## src/rtl/output_pkg.sv

```systemverilog
// Shared definitions for the bit-entry / bit-display units.
package output_pkg;

  typedef enum logic {
    IDLE,
    SHOW
  } state_t;

  localparam int WIDTH_DEFAULT = 8;

  // Width of a bit index into a WIDTH-bit value; never below one bit.
  function automatic int idx_w(input int width);
    return (width > 1) ? $clog2(width) : 1;
  endfunction

endpackage

```

## src/rtl/output_unit_if.sv

```systemverilog
// Value handshake and display signals between the controller (master) and output_unit (slave).
interface output_unit_if
  import output_pkg::*;
#(
  parameter int WIDTH = WIDTH_DEFAULT
);
  localparam int IDX_W = idx_w(WIDTH);

  logic [WIDTH-1:0] value_in;
  logic             value_valid;
  logic             value_taken;
  logic             bit_out;
  logic [IDX_W-1:0] bit_idx;
  logic             busy;
  logic             done;

  modport master (
    output value_in, value_valid,
    input  value_taken, bit_out, bit_idx, busy, done
  );

  modport slave (
    input  value_in, value_valid,
    output value_taken, bit_out, bit_idx, busy, done
  );

endinterface

```

## src/rtl/output_unit_edge_rise.sv

```systemverilog
// One-bit rising-edge detector; the delay flop tracks its input every cycle.
module edge_rise (
  input  logic clk,
  input  logic rst,
  input  logic d,
  output logic rise
);

  logic prev_d;
  logic prev_q;

  assign prev_d = d;

  always_ff @(posedge clk) begin
    if (rst) prev_q <= 1'b0;
    else     prev_q <= prev_d;
  end

  assign rise = d & ~prev_q;

endmodule

```

## src/rtl/output_unit.sv

```systemverilog
// Plays an accepted WIDTH-bit value back MSB first on bit_out, one bit per button
// rise (and optionally per timer period), pulsing done after the last bit.
module output_unit
  import output_pkg::*;
#(
  parameter int WIDTH       = WIDTH_DEFAULT,
  parameter bit AUTO_STEP   = 1'b0,
  parameter int STEP_CYCLES = 50_000_000
) (
  input  logic         clk,
  input  logic         rst,
  input  logic         enable,
  input  logic         btn_next,
  output_unit_if.slave ou
);

  localparam int IDX_W = idx_w(WIDTH);
  localparam int TMR_W = $clog2(STEP_CYCLES);
  localparam logic [IDX_W-1:0] IDX_TOP    = IDX_W'(WIDTH - 1);
  localparam logic [TMR_W-1:0] TMR_RELOAD = TMR_W'(STEP_CYCLES - 1);

  state_t           state_q,   state_d;
  logic [WIDTH-1:0] shreg_q,   shreg_d;
  logic [IDX_W-1:0] bit_idx_q, bit_idx_d;
  logic [TMR_W-1:0] timer_q,   timer_d;
  logic             bit_out_q, bit_out_d;
  logic             busy_q,    busy_d;
  logic             taken_q,   taken_d;
  logic             done_q,    done_d;

  logic next_rise;
  logic step;

  edge_rise u_next_rise (
    .clk  (clk),
    .rst  (rst),
    .d    (btn_next),
    .rise (next_rise)
  );

  // A button rise and a timer expiry in the same cycle collapse into one advance.
  assign step = next_rise | (AUTO_STEP && (timer_q == '0));

  always_comb begin
    // NOTE: every _d starts from a default so no branch can leave one unassigned and infer a latch.
    state_d   = state_q;
    shreg_d   = shreg_q;
    bit_idx_d = bit_idx_q;
    timer_d   = timer_q;
    bit_out_d = bit_out_q;
    busy_d    = busy_q;
    taken_d   = 1'b0;
    done_d    = 1'b0;

    if (!enable) begin
      state_d   = IDLE;
      shreg_d   = '0;
      bit_idx_d = '0;
      timer_d   = '0;
      bit_out_d = 1'b0;
      busy_d    = 1'b0;
    end else begin
      unique case (state_q)
        IDLE: begin
          busy_d    = 1'b0;
          bit_out_d = 1'b0;
          bit_idx_d = '0;
          if (ou.value_valid) begin
            state_d   = SHOW;
            shreg_d   = ou.value_in;
            bit_idx_d = IDX_TOP;
            timer_d   = TMR_RELOAD;
            taken_d   = 1'b1;
            busy_d    = 1'b1;
            bit_out_d = ou.value_in[WIDTH-1];
          end
        end
        SHOW: begin
          busy_d = 1'b1;
          if (step && (bit_idx_q != '0)) begin
            shreg_d   = shreg_q << 1;
            bit_idx_d = bit_idx_q - 1'b1;
            timer_d   = TMR_RELOAD;
          end else if (step) begin
            state_d   = IDLE;
            shreg_d   = '0;
            bit_idx_d = '0;
            done_d    = 1'b1;
            busy_d    = 1'b0;
          end else if (AUTO_STEP) begin
            timer_d = timer_q - 1'b1;
          end
          bit_out_d = (state_d == SHOW) ? shreg_d[WIDTH-1] : 1'b0;
        end
        default: state_d = IDLE;
      endcase
    end
  end

  // NOTE: the shift register is plain flops, so it is cleared on reset like the rest of the state.
  always_ff @(posedge clk) begin
    if (rst) begin
      state_q   <= IDLE;
      shreg_q   <= '0;
      bit_idx_q <= '0;
      timer_q   <= '0;
      bit_out_q <= 1'b0;
      busy_q    <= 1'b0;
      taken_q   <= 1'b0;
      done_q    <= 1'b0;
    end else begin
      // NOTE: sequential state uses <= so every flop samples pre-edge values.
      state_q   <= state_d;
      shreg_q   <= shreg_d;
      bit_idx_q <= bit_idx_d;
      timer_q   <= timer_d;
      bit_out_q <= bit_out_d;
      busy_q    <= busy_d;
      taken_q   <= taken_d;
      done_q    <= done_d;
    end
  end

  assign ou.bit_out     = bit_out_q;
  assign ou.bit_idx     = bit_idx_q;
  assign ou.busy        = busy_q;
  assign ou.value_taken = taken_q;
  assign ou.done        = done_q;

endmodule

```

## src/flat_wrapper.sv

```systemverilog
// flat-port wrapper written by rule: the top's interface ports become plain ports
module output_unit_flat import output_pkg::*;
#(
  parameter int WIDTH       = WIDTH_DEFAULT,
  parameter bit AUTO_STEP   = 1'b0,
  parameter int STEP_CYCLES = 50_000_000
)
  (clk, rst, enable, btn_next, ou_value_in, ou_value_valid, ou_value_taken, ou_bit_out, ou_bit_idx, ou_busy, ou_done);
  output_unit_if #(.WIDTH(WIDTH)) ou_i ();
  input  logic clk;
  input  logic rst;
  input  logic enable;
  input  logic btn_next;
  input wire logic [$bits(ou_i.value_in)-1:0] ou_value_in;
  input wire logic [$bits(ou_i.value_valid)-1:0] ou_value_valid;
  output wire logic [$bits(ou_i.value_taken)-1:0] ou_value_taken;
  output wire logic [$bits(ou_i.bit_out)-1:0] ou_bit_out;
  output wire logic [$bits(ou_i.bit_idx)-1:0] ou_bit_idx;
  output wire logic [$bits(ou_i.busy)-1:0] ou_busy;
  output wire logic [$bits(ou_i.done)-1:0] ou_done;
  assign ou_i.value_in = ou_value_in;
  assign ou_i.value_valid = ou_value_valid;
  assign ou_value_taken = ou_i.value_taken;
  assign ou_bit_out = ou_i.bit_out;
  assign ou_bit_idx = ou_i.bit_idx;
  assign ou_busy = ou_i.busy;
  assign ou_done = ou_i.done;
  output_unit #(.WIDTH(WIDTH), .AUTO_STEP(AUTO_STEP), .STEP_CYCLES(STEP_CYCLES)) u_core (.clk(clk), .rst(rst), .enable(enable), .btn_next(btn_next), .ou(ou_i));
endmodule
```

## config.mk

```make
export PLATFORM = sky130hd
export DESIGN_NAME = output_unit_flat
export DESIGN_NICKNAME = d
export VERILOG_FILES = /design/src/rtl/output_pkg.sv /design/src/rtl/output_unit_if.sv /design/src/rtl/output_unit_edge_rise.sv /design/src/rtl/output_unit.sv /design/src/flat_wrapper.sv
export SDC_FILE = /design/constraint.sdc
export NUM_CORES = 1
export LEC_CHECK = 0
export CAP_MARGIN = 30
export CORE_MARGIN = 10
export CORE_UTILIZATION = 24
export CTS_CLUSTER_SIZE = 8
export DETAILED_ROUTE_END_ITERATION = 10
export DONT_BUFFER_PORTS = 1
export GPL_ROUTABILITY_DRIVEN = 0
export GPL_TIMING_DRIVEN = 0
export SYNTH_ARGS = -nofsm -noshare
export SYNTH_HDL_FRONTEND = slang
export SYNTH_SLANG_ARGS = --single-unit
```

## constraint.sdc

```tcl
create_clock -name clk -period 1.7 [get_ports clk]
set_input_delay 0.17 -clock clk [delete_from_list [all_inputs] [get_ports clk]]
set_output_delay 0.17 -clock clk [all_outputs]
set_load 0.01 [all_outputs]
```

# ---- Word level (Yosys, flattened, before mapping)
# Cells that the tools add are included.
dict set report classes {
  add_sub_neg 1
  eq_ne 2
  muxes 19
  n_bitwise 4
  reduce_logical 6
}
# cell n
set ops {}
lappend ops {{two-way mux 8 bit} 3}
lappend ops {{case mux 8 bit (2 select lines)} 1}
lappend ops {{two-way mux 3 bit} 3}
lappend ops {{two-way mux 1 bit} 8}
lappend ops {{case mux 1 bit (2 select lines)} 3}
lappend ops {{case mux 3 bit (2 select lines)} 1}
lappend ops {{OR reduction 4 bit} 1}
lappend ops {{!= test 3 bit, second input constant} 1}
lappend ops {{NOT 1 bit} 3}
lappend ops {{nonzero test 3 bit} 1}
lappend ops {{OR reduction 3 bit} 1}
lappend ops {{subtractor 3 x 1 -> 3 bit, second input constant} 1}
lappend ops {{!= test 2 bit, second input constant} 1}
lappend ops {{AND reduction 2 bit} 1}
lappend ops {{OR reduction 2 bit} 1}
lappend ops {{bitwise AND 1 bit} 1}
lappend ops {{logical AND 1 bit} 1}
dict set report word_totals {
  register_bits 17
  out_inout_bits 7
  wordCells 41
}

# ---- Logic depth before layout (Yosys ltp)
# Gate-level depths: netlist (run 1).
dict set report logic_depth {
  depth_word 8
  depth_mapped 6
}

# ---- Cells and area by module
# From an unflattened synthesis (run 1), not the netlist that was laid out.
dict set report hier_totals {
  cells_unflattened 82
  area_unflattened_um2 730.7
}
# module n_inst cells_per_inst area_each_um2
set by_module_without_submodules {}
lappend by_module_without_submodules {output_unit 1 79 683.2}
lappend by_module_without_submodules {edge_rise 1 3 47.5}

# ---- Least setup slack after synthesis (run 1)
# Ideal clock, no wire load.
dict set report synth_timing {
  kind {flip-flop to flip-flop}
  start {reg u_core.bit_idx_q[0] (netlist: u_core.ou.bit_idx[0])}
  end {reg u_core.bit_idx_q[2] (netlist: u_core.ou.bit_idx[2])}
  setup_time_ns 0.091
  arrival_ns 1.369
  required_time_ns 1.609
  setup_slack_ns 0.240
  stages_incl_launch_ff 5
  path_buffers 0
  period_less_slack_ns 1.460
  path_cell_list {dfxtp_1 -> inv_1 -> ha_1 -> or4_1 -> a311oi_1}
}
dict set report synth_between {
  elab_chain_cells 4
}
# element line
set synth_rtl {}
lappend synth_rtl {{start, declared} output_unit.sv:24} ;# logic [IDX_W-1:0] bit_idx_q, bit_idx_d;
lappend synth_rtl {{start signal, assigned} output_unit.sv:115} ;# bit_idx_q <= bit_idx_d;
lappend synth_rtl {{branches (longest 4 deep; another with subtractor 3 x 1 -> 3 bit)} n/a}
# Several ways; the timed one is not identified.
# A chain may end at the register's enable or synchronous reset.

# ---- Worst setup path in the final report (run 1)
# Same ends and word-level chain as after synthesis.

==> results of run 1 <==
==> logic make-up (layout without fill, tap and decap cells) <==
family | Yosys count | after routing
flops | 16 | 16
fa+ha+maj | 2 | 2
compound gates | 22 | 22
buf+inv | 9 | 15
simple gates | 32 | 32
==> cell usage in the layout (no fill, tap or decap) <==
| cell type | count |
|---|---|
| buf_2 | 1 |
| nor2b_1 | 2 |
| a211oi_2 | 3 |
| dfxtp_2 | 2 |
| a31oi_1 | 3 |
| and3b_1 | 1 |
| buf_4 | 2 |
| nand2_1 | 2 |
| nor3_1 | 8 |
| nand3_1 | 9 |
| ha_1 | 2 |
| dlygate4sd3_1 | 2 |
| or4_1 | 1 |
| clkbuf_1 | 1 |
| nor2_1 | 3 |
| a32oi_1 | 1 |
| nand3b_1 | 2 |
| nand2b_1 | 3 |
| a211oi_1 | 3 |
| clkbuf_2 | 1 |
| o21ai_0 | 7 |
| dfxtp_1 | 14 |
| nand2b_4 | 1 |
| clkbuf_4 | 3 |
| a311oi_1 | 1 |
| clkbuf_8 | 1 |
| buf_6 | 1 |
| inv_1 | 3 |
| a21oi_1 | 4 |
==> registers in the layout, indices dropped and copies added, names as in the netlist <==
name	flops
u_core.ou.bit_out	1
u_core.u_next_rise.prev_q	1
u_core.ou.done	1
u_core.shreg_q	8
u_core.state_q	1
u_core.ou.bit_idx	3
u_core.ou.value_taken	1
==> worst register-to-register path, cell delays in order (launching register included) <==
cell	delay [ps]
dfxtp_2	390
inv_1	90
ha_1	210
or4_1	500
a311oi_1	290
==> how the worst min path moves through the flow <==
stage               slack, ps           start                                   end
global route               10  ou_value_in[0]        u_core.shreg_q[0]$_SDFFE_PP0P_
detailed placement        240             rst  u_core.u_next_rise.prev_q$_SDFF_PP0_
global placement          240             rst  u_core.u_next_rise.prev_q$_SDFF_PP0_
floorplan                 240             rst  u_core.u_next_rise.prev_q$_SDFF_PP0_
CTS                         3  ou_value_in[0]        u_core.shreg_q[0]$_SDFFE_PP0P_
finish                      9  ou_value_in[0]        u_core.shreg_q[0]$_SDFFE_PP0P_
==> layer usage <==
layer | GRT usage [%] | share of wire, %
met1 | 8.126 | 38
met2 | 12.57 | 49
met3 | 3.548 | 12
met4 | 3.782 | 1.8
met5 | 0 | 0
==> final cells by class <==
class	instances	area (um2)
fillers	305	2003
multi-input cells	56	356.6
flip-flops and latches	16	322.8
plain buffers	6	40.04
well taps	31	38.79
clock buffers	4	36.28
repair buffers	2	20.02
inverters	3	11.26
==> power groups by stage <==
stage          registers, mW  logic, mW  clock network (mW)
6_report               0.405     0.0902               0.263
5_1_grt                0.407      0.103               0.286
4_1_cts                0.404     0.0900               0.263
3_5_place_dp           0.413     0.0864                   0
3_3_place_gp           0.413     0.0822                   0
2_1_floorplan          0.409     0.0677                   0
==> timing repair <==
item	4_1_cts	5_1_grt
endpoints found under the hold margin	1	0
endpoints found under the setup margin	0	11
hold buffers	2	0
resized for setup	0	4
==> key figures, run 1 <==
Floorplan
  • Initial Utilization: 25.70%
  • Ports: 20
  • Core ar.: 2829 um2
  • Die area: 5630 um2
  • Die H: 75.04 um
  • Die Wd: 75.04 um
  • Cell Rows: 19

Global route
  • Number of global-route vias before repair: 665
  • Initial antenna violation count: 0
  • First-pass GRT wire length: 3.325 mm
  • GRT Total Usage: 7.653%
  • Largest net degree at the start of global routing: 11
  • GRT overflow: 0

Synthesis
  • Yosys reg bits: 16
  • Synth Instances: 81
  • Yosys cell types: 24
  • Largest family of logic cells by synthesized area: simple AND/OR/NAND/NOR gates
  • Multiplexer share of the synthesized area: 0%
  • Largest area contributor in the netlist: dfxtp_1
  • Ranking of synthesized cells by area: dfxtp_1, nand3_1, nor3_1, a211oi_2, o21ai_0
  • Most frequent cells after synthesis: dfxtp_1, nand3_1, nor3_1
  • Yosys warnings: 0
  • Synth Net Count: 96
  • Post-synth EDFFs: 0
  • Dominant synthesized flop cell: dfxtp_1
  • Post-Synth Simple-Gate Area: 24.78%
  • Compound-gate portion of the synthesized area: 20.83%
  • Async set-or-reset flop fraction in the synthesized netlist: 0%
  • Most common cell in the netlist: dfxtp_1
  • Synth Area in XOR/XNOR: 0%
  • Syn avg cell area: 8.975 um2
  • Synth top area share: 44.06%
  • Cell Area, Synth: 726.9 um2
  • Synth Area in Adders: 3.442%
  • Register area share after synthesis: 44.06%

Placed design
  • Post-DP HPWL: 1.481 mm
  • DP Area: 765.7 um2
  • DP Worst Slack: 23.27 ps
  • PortBufs: 0
  • DP Cell Count: 112

Worst setup path
  • Slowest CP cell: or4_1
  • RR Startpoint: u_core.ou.bit_idx[0]$_SDFFE_PP0P_
  • Worst R2R Path Depth: 4
  • Crit-path max cell delay: 500 ps
  • Buf/Inv on CP: 1
  • Worst path depth: 4
  • Reg2Reg Capture Point: u_core.ou.bit_idx[2]$_SDFFE_PP0P_
  • Setup crit start kind: register
  • Worst path cell trace: inv_1 -> ha_1 -> or4_1 -> a311oi_1
  • CP Capture Type: register
  • CP startpoint: u_core.ou.bit_idx[0]$_SDFFE_PP0P_
  • Setup CP Type: reg2reg
  • FF-to-FF setup slack: 140 ps
  • CP top delay family: simple AND/OR/NAND/NOR gates
  • Required @ worst endpoint: 1900 ps
  • Crit-path max FO: 3
  • WP data arrival: 1760 ps
  • End of the critical path: u_core.ou.bit_idx[2]$_SDFFE_PP0P_

Clock network
  • Clock tree buffer depth: 2
  • Reg clk slew, reported paths: 100 ps
  • CTS H-tree lvls: 1
  • Root buf cell: clkbuf_4
  • TritonCTS clock tree: built
  • Clock Latency Late Sink: 300 ps
  • Post-CTS setup repair buffer count: 0
  • CTS buffer count: 3
  • Clk sink count: 16

Route
  • Via-to-Cell Ratio: 5.407
  • Final ANT Viol Nets: 0
  • Vias after detailed routing: 638
  • Iter 0 DRT Violations: 91
  • Final wirelength: 2.005 mm
  • First drt pass iteration count: 4
  • WL/cell: 16.99 um
  • DRC violations left: 0

Power
  • Psw: 0.2002 mW
  • P_leak: 0.2941 nW
  • P_int: 0.5572 mW
  • Share of total power in the clock network: 34.7%
  • Worst vdd ir: 0.0001888 V
  • Comb power frac: 11.9%
  • Switching Fraction: 26.43%
  • Reg power frac: 53.4%
  • Power, Total: 0.7574 mW
  • Power density over the cells: 917.1 nW/um2

Cells and area
  • Area grow syn2layout: 13.60%
  • Final nets: 103
  • Util after Layout: 29.19%
  • Layout Cells excl Fill: 118
  • ANT cells: 0
  • Layout cells sized above 1: 17.24%
  • Cell area after layout: 825.8 um2

Min path
  • Hold Crit Depth: 2
  • Hold WC Path Type: in2reg

Timing
  • Fin. max-slew vios: 0
  • Worst Max-Slew Pin Slew: 560.6 ps
  • Final worst slack: 137.6 ps
  • Period utilization: 91.91%
  • Max_slew headroom: 62.63%
  • Final Hold Vio Count: 0
  • Peak Freq: 640.0 MHz
  • Final Skew: 3.129 ps
  • RSZ-0062 raised after global routing: no
  • Post-layout min period: 1562 ps
  • Setup TNS: 0 ps
  • Setup violations, final: 0
  • Worst hold slack: 8.951 ps

Status
  • Status: completed

Flow run
  • Max-Cap Viols: 0
Note: power is estimated with default switching activity, not from simulation.
==> inputs of run 2 (changes only) <==
--- a/config.mk
+++ b/config.mk
@@ -6,7 +6,7 @@
 export NUM_CORES = 1
 export LEC_CHECK = 0
 export CAP_MARGIN = 30
-export CORE_MARGIN = 10
+export CORE_MARGIN = 3
 export CORE_UTILIZATION = 24
 export CTS_CLUSTER_SIZE = 8
 export DETAILED_ROUTE_END_ITERATION = 10
==> key figures, run 2 (same netlist as run 1, synthesis figures left out) <==
Status
  • Status: completed

Cells and area
  • Biggest register: u_core.shreg_q
  • Final nets: 102 (-0.97%)
  • Cell area after layout: 814.5 um2 (-1.4%)
  • ANT cells: 0 (unchanged)
  • Area grow syn2layout: 12.05%
  • Layout cells sized above 1: 16.28% (-0.96 points)
  • Largest register FFs: 8 (unchanged)
  • Commonest non-fill, non-tap cell in the layout: dfxtp_1
  • Commonest cells after routing, fill and taps aside: dfxtp_1, nand3_1, nor3_1
  • Util after Layout: 28.79% (-0.40 points)

Route
  • Vias after detailed routing: 610 (-4.4%)
  • Final ANT Viol Nets: 0 (unchanged)
  • Final wirelength: 1.801 mm (-10%)
  • DRC violations left: 0 (unchanged)
  • Via-to-Cell Ratio: 5.214 (-3.6%)
  • WL/cell: 15.39 um (-9.4%)
  • First drt pass iteration count: 4 (unchanged)
  • Iter 0 DRT Violations: 51 (-44%)

Timing
  • Fin. max-slew vios: 0 (unchanged)
  • Setup TNS: 0 ps (unchanged)
  • RSZ-0062 raised after global routing: no
  • Worst Max-Slew Pin Slew: 520.3 ps (-40.28 ps)
  • Max_slew headroom: 65.31% (+2.7 points)
  • Post-layout min period: 1569 ps (+6.192 ps)
  • Final Hold Vio Count: 0 (unchanged)
  • Period utilization: 92.27% (+0.36 points)
  • Setup violations, final: 0 (unchanged)
  • Worst hold slack: 13.30 ps (+4.348 ps)
  • Peak Freq: 637.5 MHz (-0.39%)
  • Final Skew: 9.697 ps (+6.568 ps)

Worst setup path
  • Worst path cell trace: inv_1 -> ha_1 -> or4_1 -> a311oi_1
  • Buf/Inv on CP: 1 (unchanged)
  • Crit-path max FO: 3 (unchanged)
  • CP top delay family: simple AND/OR/NAND/NOR gates
  • Required @ worst endpoint: 1890 ps (about the same)
  • Slowest CP cell: or4_1
  • CP Capture Type: register
  • Worst path depth: 4 (unchanged)
  • Reg2Reg Capture Point: u_core.ou.bit_idx[2]$_SDFFE_PP0P_
  • WP data arrival: 1760 ps (about the same)
  • Setup crit start kind: register
  • FF-to-FF setup slack: 130 ps (about the same)
  • CP startpoint: u_core.ou.bit_idx[1]$_SDFFE_PP0P_
  • Setup CP Type: reg2reg
  • Worst R2R Path Depth: 4 (unchanged)
  • End of the critical path: u_core.ou.bit_idx[2]$_SDFFE_PP0P_
  • RR Startpoint: u_core.ou.bit_idx[1]$_SDFFE_PP0P_
  • Crit-path max cell delay: 500 ps (about the same)

Clock network
  • CTS H-tree lvls: 1 (unchanged)
  • CTS buffer count: 3 (unchanged)
  • Reg clk slew, reported paths: 90 ps (about the same)
  • Clock Latency Late Sink: 290 ps (about the same)
  • TritonCTS clock tree: built
  • Root buf cell: clkbuf_4
  • Clock tree buffer depth: 2 (unchanged)
  • Clk sink count: 16 (unchanged)

Floorplan
  • Cell Rows: 19 (unchanged)
  • Initial Utilization: 25.70% (unchanged)
  • Die area: 3725 um2 (-34%)
  • Die H: 61.04 um (-19%)
  • Ports: 20 (unchanged)
  • Die Wd: 61.04 um (-19%)
  • Core ar.: 2829 um2 (unchanged)

Global route
  • GRT overflow: 0 (unchanged)
  • Initial antenna violation count: 0 (unchanged)
  • Largest net degree at the start of global routing: 11 (unchanged)
  • GRT Total Usage: 10.44% (+2.8 points)
  • First-pass GRT wire length: 2.877 mm (-13%)
  • Number of global-route vias before repair: 649 (-2.4%)

Power
  • Worst vdd ir: 0.0002680 V (+42%)
  • Power density over the cells: 913.9 nW/um2 (-0.35%)
  • P_leak: 0.2881 nW (-2.0%)
  • Power, Total: 0.7444 mW (-1.7%)

Placed design
  • DP Area: 765.7 um2 (unchanged)
  • Post-DP HPWL: 1.329 mm (-10%)
  • PortBufs: 0 (unchanged)

Min path
  • Hold WC Path Type: in2reg

Flow run
  • Max-Cap Viols: 0 (unchanged)
## run 2: area by class of cell
cell class              instances  area (um2)
clock buffers                   4       36.28
multi-input cells              56       356.6
flip-flops and latches         16       321.6
well taps                      31       38.79
repair buffers                  1       10.01
inverters                       3       11.26
fillers                       307        2014
plain buffers                   6       40.04
## run 2: through the flow
| stage | cells | setup slack [ps] |
|---|---|---|
| detailed placement | 112 | 63.93 |
| floorplan | 81 | 240.2 |
| global route | 117 | 58.32 |
| finish | 117 | 131.4 |
| CTS | 117 | 33.95 |
| global placement | 112 | 83.18 |
## run 2: worst min-delay path by stage
stage                   start                                    to  slack [ps]  depth (start not counted)
2_1_floorplan             rst  u_core.u_next_rise.prev_q$_SDFF_PP0_         240                          1
3_3_place_gp              rst  u_core.u_next_rise.prev_q$_SDFF_PP0_         240                          1
3_5_place_dp              rst  u_core.u_next_rise.prev_q$_SDFF_PP0_         240                          1
4_1_cts        ou_value_in[0]        u_core.shreg_q[0]$_SDFFE_PP0P_         0.7                          2
5_1_grt        ou_value_in[0]        u_core.shreg_q[0]$_SDFFE_PP0P_           2                          2
6_report       ou_value_in[0]        u_core.shreg_q[0]$_SDFFE_PP0P_          10                          2
## run 2: repair_timing
| item | in CTS | in global routing |
|---|---|---|
| endpoints found under the setup margin | 0 | 11 |
| resized for setup | 0 | 3 |
| setup buffers | 0 | 0 |
| hold buffers | 1 | 0 |
| endpoints found under the hold margin | 1 | 0 |
## run 2: power breakdown
part           switching, mW  leakage, nW  internal (mW)  total, mW
Clock                  0.122       0.0210          0.130      0.253
Combinational         0.0542        0.136         0.0337     0.0878
Sequential            0.0130        0.131          0.391      0.404
Total                  0.189        0.288          0.555      0.744
## run 2: layer usage
layer / wire [um] / part of all wire (%) / up-vias / global-route usage (%)
met5: 0 / 0 / - / 0
met3: 153 / 8.5 / 2 / 3.774
met1: 734 / 41 / 289 / 11.46
li1: - / - / 304 / -
met2: 900 / 50 / 15 / 17.52
met4: 12 / 0.67 / 0 / 5.573
